`config.mk`:
```
export PLATFORM = sky130hd
export DESIGN_NAME = pulse_train_gen
export DESIGN_NICKNAME = d
export VERILOG_FILES = /design/src/rtl/pulse_train_gen.sv
export SDC_FILE = /design/constraint.sdc
export NUM_CORES = 1
export LEC_CHECK = 0
export BUFFER_PORTS_ARGS = -buffer_cell sky130_fd_sc_hd__buf_2
export CORE_ASPECT_RATIO = 2
export CORE_MARGIN = 1
export CORE_UTILIZATION = 51
export CTS_CLUSTER_SIZE = 25
export DETAILED_ROUTE_END_ITERATION = 8
export PLACE_DENSITY = 0.81
export SLEW_MARGIN = 20
export SYNTH_ARGS = -nofsm -noshare
export SYNTH_HDL_FRONTEND = slang
export SYNTH_SLANG_ARGS = --single-unit
```
`constraint.sdc`:
```
create_clock -name clk -period 4.67 [get_ports clk]
set_input_delay 0.2335 -clock clk [delete_from_list [all_inputs] [get_ports clk]]
set_output_delay 0.2335 -clock clk [all_outputs]
set_load 0.01 [all_outputs]
```
`src/rtl/pulse_train_gen.sv`:
```
// pulse_train_gen: BCD X.Y ms high/low times -> periodic waveform plus period-start strobe (option: PULSE_TRAIN_RESTART_EN).
// Latency: signal_out/signal_cycle change 1 clk after the tick edge that decides them.
// Backpressure: none; tick is a free-running strobe and en=0 parks the block in START.
module pulse_train_gen #(
  parameter int   CNT_W      = 7,
  parameter logic IDLE_LEVEL = 1'b0
) (
  input  logic        clk,
  input  logic        reset,
  input  logic        en,
  input  logic        tick,
  input  logic [15:0] tph,
  input  logic [15:0] tpl,
  output logic        signal_out,
  output logic        signal_cycle,
  output logic [1:0]  state
);

  typedef enum logic [1:0] {
    ST_START = 2'd0,
    ST_HIGH  = 2'd1,
    ST_LOW   = 2'd2,
    ST_IDLE  = 2'd3
  } state_t;

  state_t           state_q, state_d;
  logic [CNT_W-1:0] cnt_q, cnt_d;
  logic [CNT_W-1:0] sh_q, sh_d;
  logic [CNT_W-1:0] sl_q, sl_d;
  logic [CNT_W-1:0] dec_h, dec_l;
  logic             strobe_q, strobe_d;
  logic             ps;
  logic             abort;
  logic             unused_bits;

  function automatic logic [CNT_W-1:0] bcd_ticks(input logic [3:0] units, input logic [3:0] tenths);
    logic [CNT_W-1:0] u;
    logic [CNT_W-1:0] t;
    u = (units  > 4'd9) ? CNT_W'(9) : CNT_W'(units);
    t = (tenths > 4'd9) ? CNT_W'(9) : CNT_W'(tenths);
    return (u << 3) + (u << 1) + t;
  endfunction

  assign dec_h       = bcd_ticks(tph[11:8], tph[3:0]);
  assign dec_l       = bcd_ticks(tpl[11:8], tpl[3:0]);
  // Decimal point and the upper nibble of each digit byte carry no timing information.
  assign unused_bits = ^{tph[15:12], tph[7:4], tpl[15:12], tpl[7:4]};

`ifdef PULSE_TRAIN_RESTART_EN
  logic [CNT_W-1:0] dec_h_q, dec_l_q;

  always_ff @(posedge clk) begin
    if (!reset) begin
      dec_h_q <= '0;
      dec_l_q <= '0;
    end else begin
      dec_h_q <= dec_h;
      dec_l_q <= dec_l;
    end
  end

  // A running period is dropped back to START; the next tick then restarts with fresh values.
  assign abort = ((state_q == ST_HIGH) || (state_q == ST_LOW)) &&
                 ((dec_h_q != sh_q) || (dec_l_q != sl_q));
`else
  assign abort = 1'b0;
`endif

  always_comb begin
    state_d  = state_q;
    cnt_d    = cnt_q;
    sh_d     = sh_q;
    sl_d     = sl_q;
    strobe_d = 1'b0;
    ps       = 1'b0;
    if (tick) begin
      case (state_q)
        ST_START, ST_IDLE: ps = 1'b1;
        ST_HIGH: begin
          if (cnt_q != '0) begin
            cnt_d = cnt_q - CNT_W'(1);
          end else if (sl_q != '0) begin
            state_d = ST_LOW;
            cnt_d   = sl_q - CNT_W'(1);
          end else begin
            ps = 1'b1;
          end
        end
        ST_LOW: begin
          if (cnt_q != '0) cnt_d = cnt_q - CNT_W'(1);
          else             ps    = 1'b1;
        end
      endcase
    end
    // Period start: the only point where new tph/tpl values are accepted.
    if (ps) begin
      sh_d = dec_h;
      sl_d = dec_l;
      if ((dec_h == '0) && (dec_l == '0)) begin
        state_d = ST_IDLE;
        cnt_d   = '0;
      end else begin
        strobe_d = 1'b1;
        if (dec_h != '0) begin
          state_d = ST_HIGH;
          cnt_d   = dec_h - CNT_W'(1);
        end else begin
          state_d = ST_LOW;
          cnt_d   = dec_l - CNT_W'(1);
        end
      end
    end else if (abort) begin
      state_d = ST_START;
      cnt_d   = '0;
    end
  end

  always_ff @(posedge clk) begin
    if (!reset) begin
      state_q      <= ST_START;
      cnt_q        <= '0;
      sh_q         <= '0;
      sl_q         <= '0;
      strobe_q     <= 1'b0;
      signal_out   <= IDLE_LEVEL;
      signal_cycle <= 1'b0;
    end else if (!en) begin
      state_q      <= ST_START;
      cnt_q        <= '0;
      strobe_q     <= 1'b0;
      signal_out   <= IDLE_LEVEL;
      signal_cycle <= 1'b0;
    end else begin
      state_q      <= state_d;
      cnt_q        <= cnt_d;
      sh_q         <= sh_d;
      sl_q         <= sl_d;
      strobe_q     <= strobe_d;
      // Outputs follow the state decided on the previous edge, a fixed 1-clk lag from tick.
      signal_out   <= (state_q == ST_HIGH) ? 1'b1 :
                      (state_q == ST_LOW)  ? 1'b0 : IDLE_LEVEL;
      signal_cycle <= strobe_q;
    end
  end

  assign state = state_q;

endmodule

```
==> metrics.log <==
[metrics] status: complete, no violations
[metrics] met3 Track Usage GR: under 10%
[metrics] vias after detailed routing: between 1500 and 2000
[metrics] type of origin of the critical path: input port
[metrics] async set-reset flop share out of synthesis: 0%
[metrics] TritonCTS Sinks: 19
[metrics] Post-synth top flop: dfxtp_1
[metrics] detailed-route DRC error count: 0
[metrics] count of pins on the block boundary: 40
[metrics] post-route clock skew: around 3.2 ps
[metrics] IO buf count: 23
[metrics] number of nets produced by synthesis: 292
[metrics] Core Region: ~3600 um^2
[metrics] DRC marker count from the first detailed-route iteration: 37
[metrics] cell family with the largest share of critical-path delay: simple AND/OR/NAND/NOR gates
[metrics] vias per inst: around 6.0
[metrics] register clock-pin slew on the reported worst setup and hold paths: ~70 ps
[metrics] hpwl dp: around 3800 um
[metrics] Gate power share: a little under half
[metrics] all-layer global routing usage: roughly a quarter
[metrics] top achievable clock speed: approximately 0.26 GHz
[metrics] Worst Path Buf+Inv: 2
[metrics] placed instance count: around 300
[metrics] sequential element share of the synthesized area: between 10% and 20%
[metrics] Max transition margin: 45.5%
[metrics] Final nets: ~320
[metrics] Max-Cap Viols: 0
[metrics] source of the worst hold timing path: reset
[metrics] count of mapped cells out of synthesis: ~230
[metrics] clock insertion delay at the later pin of the skew report: 260 ps
[metrics] die extent in y: 89.5 um
[metrics] maximum level of the CTS H-tree: 1
[metrics] endpoint type of the worst setup path: flop
[metrics] Yosys warnings: 0
[metrics] Clock Tree Buf Depth: 2
[metrics] proportion of layout cells with a drive suffix above 1: roughly 18%
[metrics] average wire per standard cell: around 15 um
[metrics] number of instances resized during post-cts repair: 0
[metrics] syn_area_per_cell: 8.38 um^2
[metrics] Largest stage delay, worst path: about 600 ps
[metrics] postcts setup bufs: 0
[metrics] clock period minus final worst setup slack: between 3000 and 4000 ps
[metrics] die area: a little over 4000 um^2
[metrics] Post-Layout Cell Count: around 310
[metrics] TritonCTS clock tree: yes
[metrics] number of global-route vias before repair: approximately 1800
[metrics] final cycle utilization of the critical path: between 80% and 90%
[metrics] number of distinct library cell variants in the gate-level netlist after synthesis: 53
[metrics] required time reported for the critical path endpoint: approximately 5000 ps
[metrics] initial antenna violation count: 0
[metrics] part of the power in the clock network: between 20% and 30%
[metrics] Post-CTS Hold Fix Bufs: 0
[metrics] chain of cells forming the critical path: buf_2, o21ai_0, nand2b_1, fa_1, inv_1, fa_1, or3b_4, and2b_2, nand2_1, nor3_4, a21oi_1, ha_1, nand2_1, nor2_1, nand2_1, nor3_1, a311o_1, a31oi_1, a21o_1
[metrics] clock buffer count from CTS: 3
[metrics] launching instance or port of the critical path: tph[10]
[metrics] initial core utilization: 53.5%
[metrics] total detailed-routing wirelength: between 4000 and 5000 um
[metrics] total grt overflow: 0
[metrics] Mapped Area: between 1500 and 2000 um^2
[metrics] Critical Path Fanout Max: 4
[metrics] width of the chip: 45.7 um
[metrics] leakage power of the design: 0.940 nW
[metrics] final hold violation count: 0
[metrics] antenna diode instance count: 0
[metrics] wire length of the first global-routing pass: 7640 um
[metrics] num rows: 31
[metrics] most frequent CP cell: nand2_1
[metrics] peak-usage layer in the global routing report: met2
[metrics] RSZ-0062 raised after global routing: false
[metrics] slowest CP cell: fa_1
[metrics] count of antenna-violating nets left after detailed routing: 0
[metrics] area growth from synthesis to layout: 10.6%
[metrics] worst r2r src: state[1]
[metrics] worst-case vdd ir drop: around 0.16 mV
[metrics] number of flops mapped to enable cells by yosys: 0
[metrics] sequential share of power: 32.1%
[metrics] classification of the worst setup path: input port to flop
[metrics] global routing met1 resource utilization: a little under a quarter
[metrics] CTS root buffer: clkbuf_8
[metrics] power dissipated by switching net loads: 0.228 mW
[metrics] 1st-pass router iterations: 4
[metrics] setup TNS after final layout: 0 ps
[metrics] GRT met2 Usage: 49.4%
[metrics] final estimated routing congestion in global placement: roughly 0.96
[metrics] Worst Path Arrival: 4120 ps
[metrics] Pwr per Cell Area: ~260 nW/um^2
[metrics] type of the tightest min-delay check: input port to flop
[metrics] commonest cells after routing, fill and taps aside: nor2_1, buf_2, ha_1, dfxtp_1, inv_1
[metrics] Tightest Pin Transition: 811 ps
[metrics] max-slew violation total from the final report: 0
[metrics] flip-flop and latch count after synthesis: 19
[metrics] switching fraction of total power: between 40% and 50%
[metrics] largest net degree at the start of global routing: 12
[metrics] internal power summed over all cells: between 0.3 and 0.4 mW
[metrics] total of endpoints with negative setup slack in the final report: 0
[metrics] overall power: 0.568 mW
[routing by layer]
layer | wire length [um] | vias to the layer above
li1 | - | 885
met1 | 1520 | 860
met4 | 293 | 0
met2 | 2680 | 60
met3 | 148 | 26
met5 | 0 | -
[area by class of cell]
cell class | count | area, um^2
Clock buffer | 3 | 41.3
Timing Repair Buffer | 23 | 115
Multi-Input combinational cell | 192 | 1490
Fill cell | 373 | 1490
Sequential cell | 19 | 380
Clock inverter | 1 | 5.00
Tap cell | 49 | 61.3
Inverter | 18 | 67.6
[state kept, by name, indices dropped and copies added, names as in the netlist]
| register | flops |
|---|---|
| cnt_q | 7 |
| sl_q | 7 |
| state | 2 |
| signal_cycle | 1 |
| signal_out | 1 |
| strobe_q | 1 |
[cells by family (layout without fill, tap and decap cells)]
kind of cell | after synthesis | after routing | synth area share, %
flip-flops | 19 | 19 | 19.5
AND/OR/NAND/NOR | 82 | 82 | 24.4
XOR/XNOR | 17 | 17 | 9.17
buffers and inverters | 22 | 45 | 4.23
AO/OA/AOI/OAI | 62 | 62 | 22.4
multiplexers | 8 | 8 | 4.10
adder cells (fa/ha/maj) | 23 | 23 | 16.3
[power groups by stage]
| stage | registers (mW) | logic (mW) | clock network (mW) |
|---|---|---|---|
| floorplan | 0.184 | 0.203 | 0 |
| global placement | 0.185 | 0.261 | 0 |
| detailed placement | 0.186 | 0.265 | 0 |
| CTS | 0.182 | 0.267 | 0.115 |
| global route | 0.184 | 0.297 | 0.124 |
| finish | 0.182 | 0.269 | 0.117 |
[final timing paths]
path              slack (ps)  cells after the start      endpoint
setup / recovery         760                     19      cnt_q[6]
hold / removal           250                      2       sl_q[6]
setup reg to reg        2590                      9      cnt_q[1]
hold reg to reg          470                      1  signal_cycle
[per-stage QoR]
stage | worst slack (ps) | hold slack, ps | util [%] | cell area, um^2
2_1_floorplan | 972 | 362 | - | 1950
4_1_cts | 804 | 260 | 59.2 | 2160
5_1_grt | 510 | 271 | 59.2 | 2160
6_report | 761 | 252 | 59.2 | 2160
3_5_place_dp | 556 | 452 | 58.0 | 2110
3_3_place_gp | 586 | 446 | 58.0 | 2110
[cell usage after synthesis, drive strengths merged (3+ instances only)]
library cell	count	area share (%)
dfxtp	19	19
nand2b	5	1.6
inv	18	3.5
a221oi	3	1.7
a211oi	6	2.3
fa	4	4.1
o31ai	3	1.2
mux2i	8	4.1
nor3	7	2.4
ha	19	12
xor2	8	4.7
nand3	5	1.3
a21oi	16	5.1
clkbuf	4	0.77
nor2	25	5.1
a31oi	6	1.9
xnor2	9	4.4
nand2	14	2.8
nor2b	11	3.5
a21o	3	1.2
o21ai	12	3.1
Power figures use the tool's default switching activity.
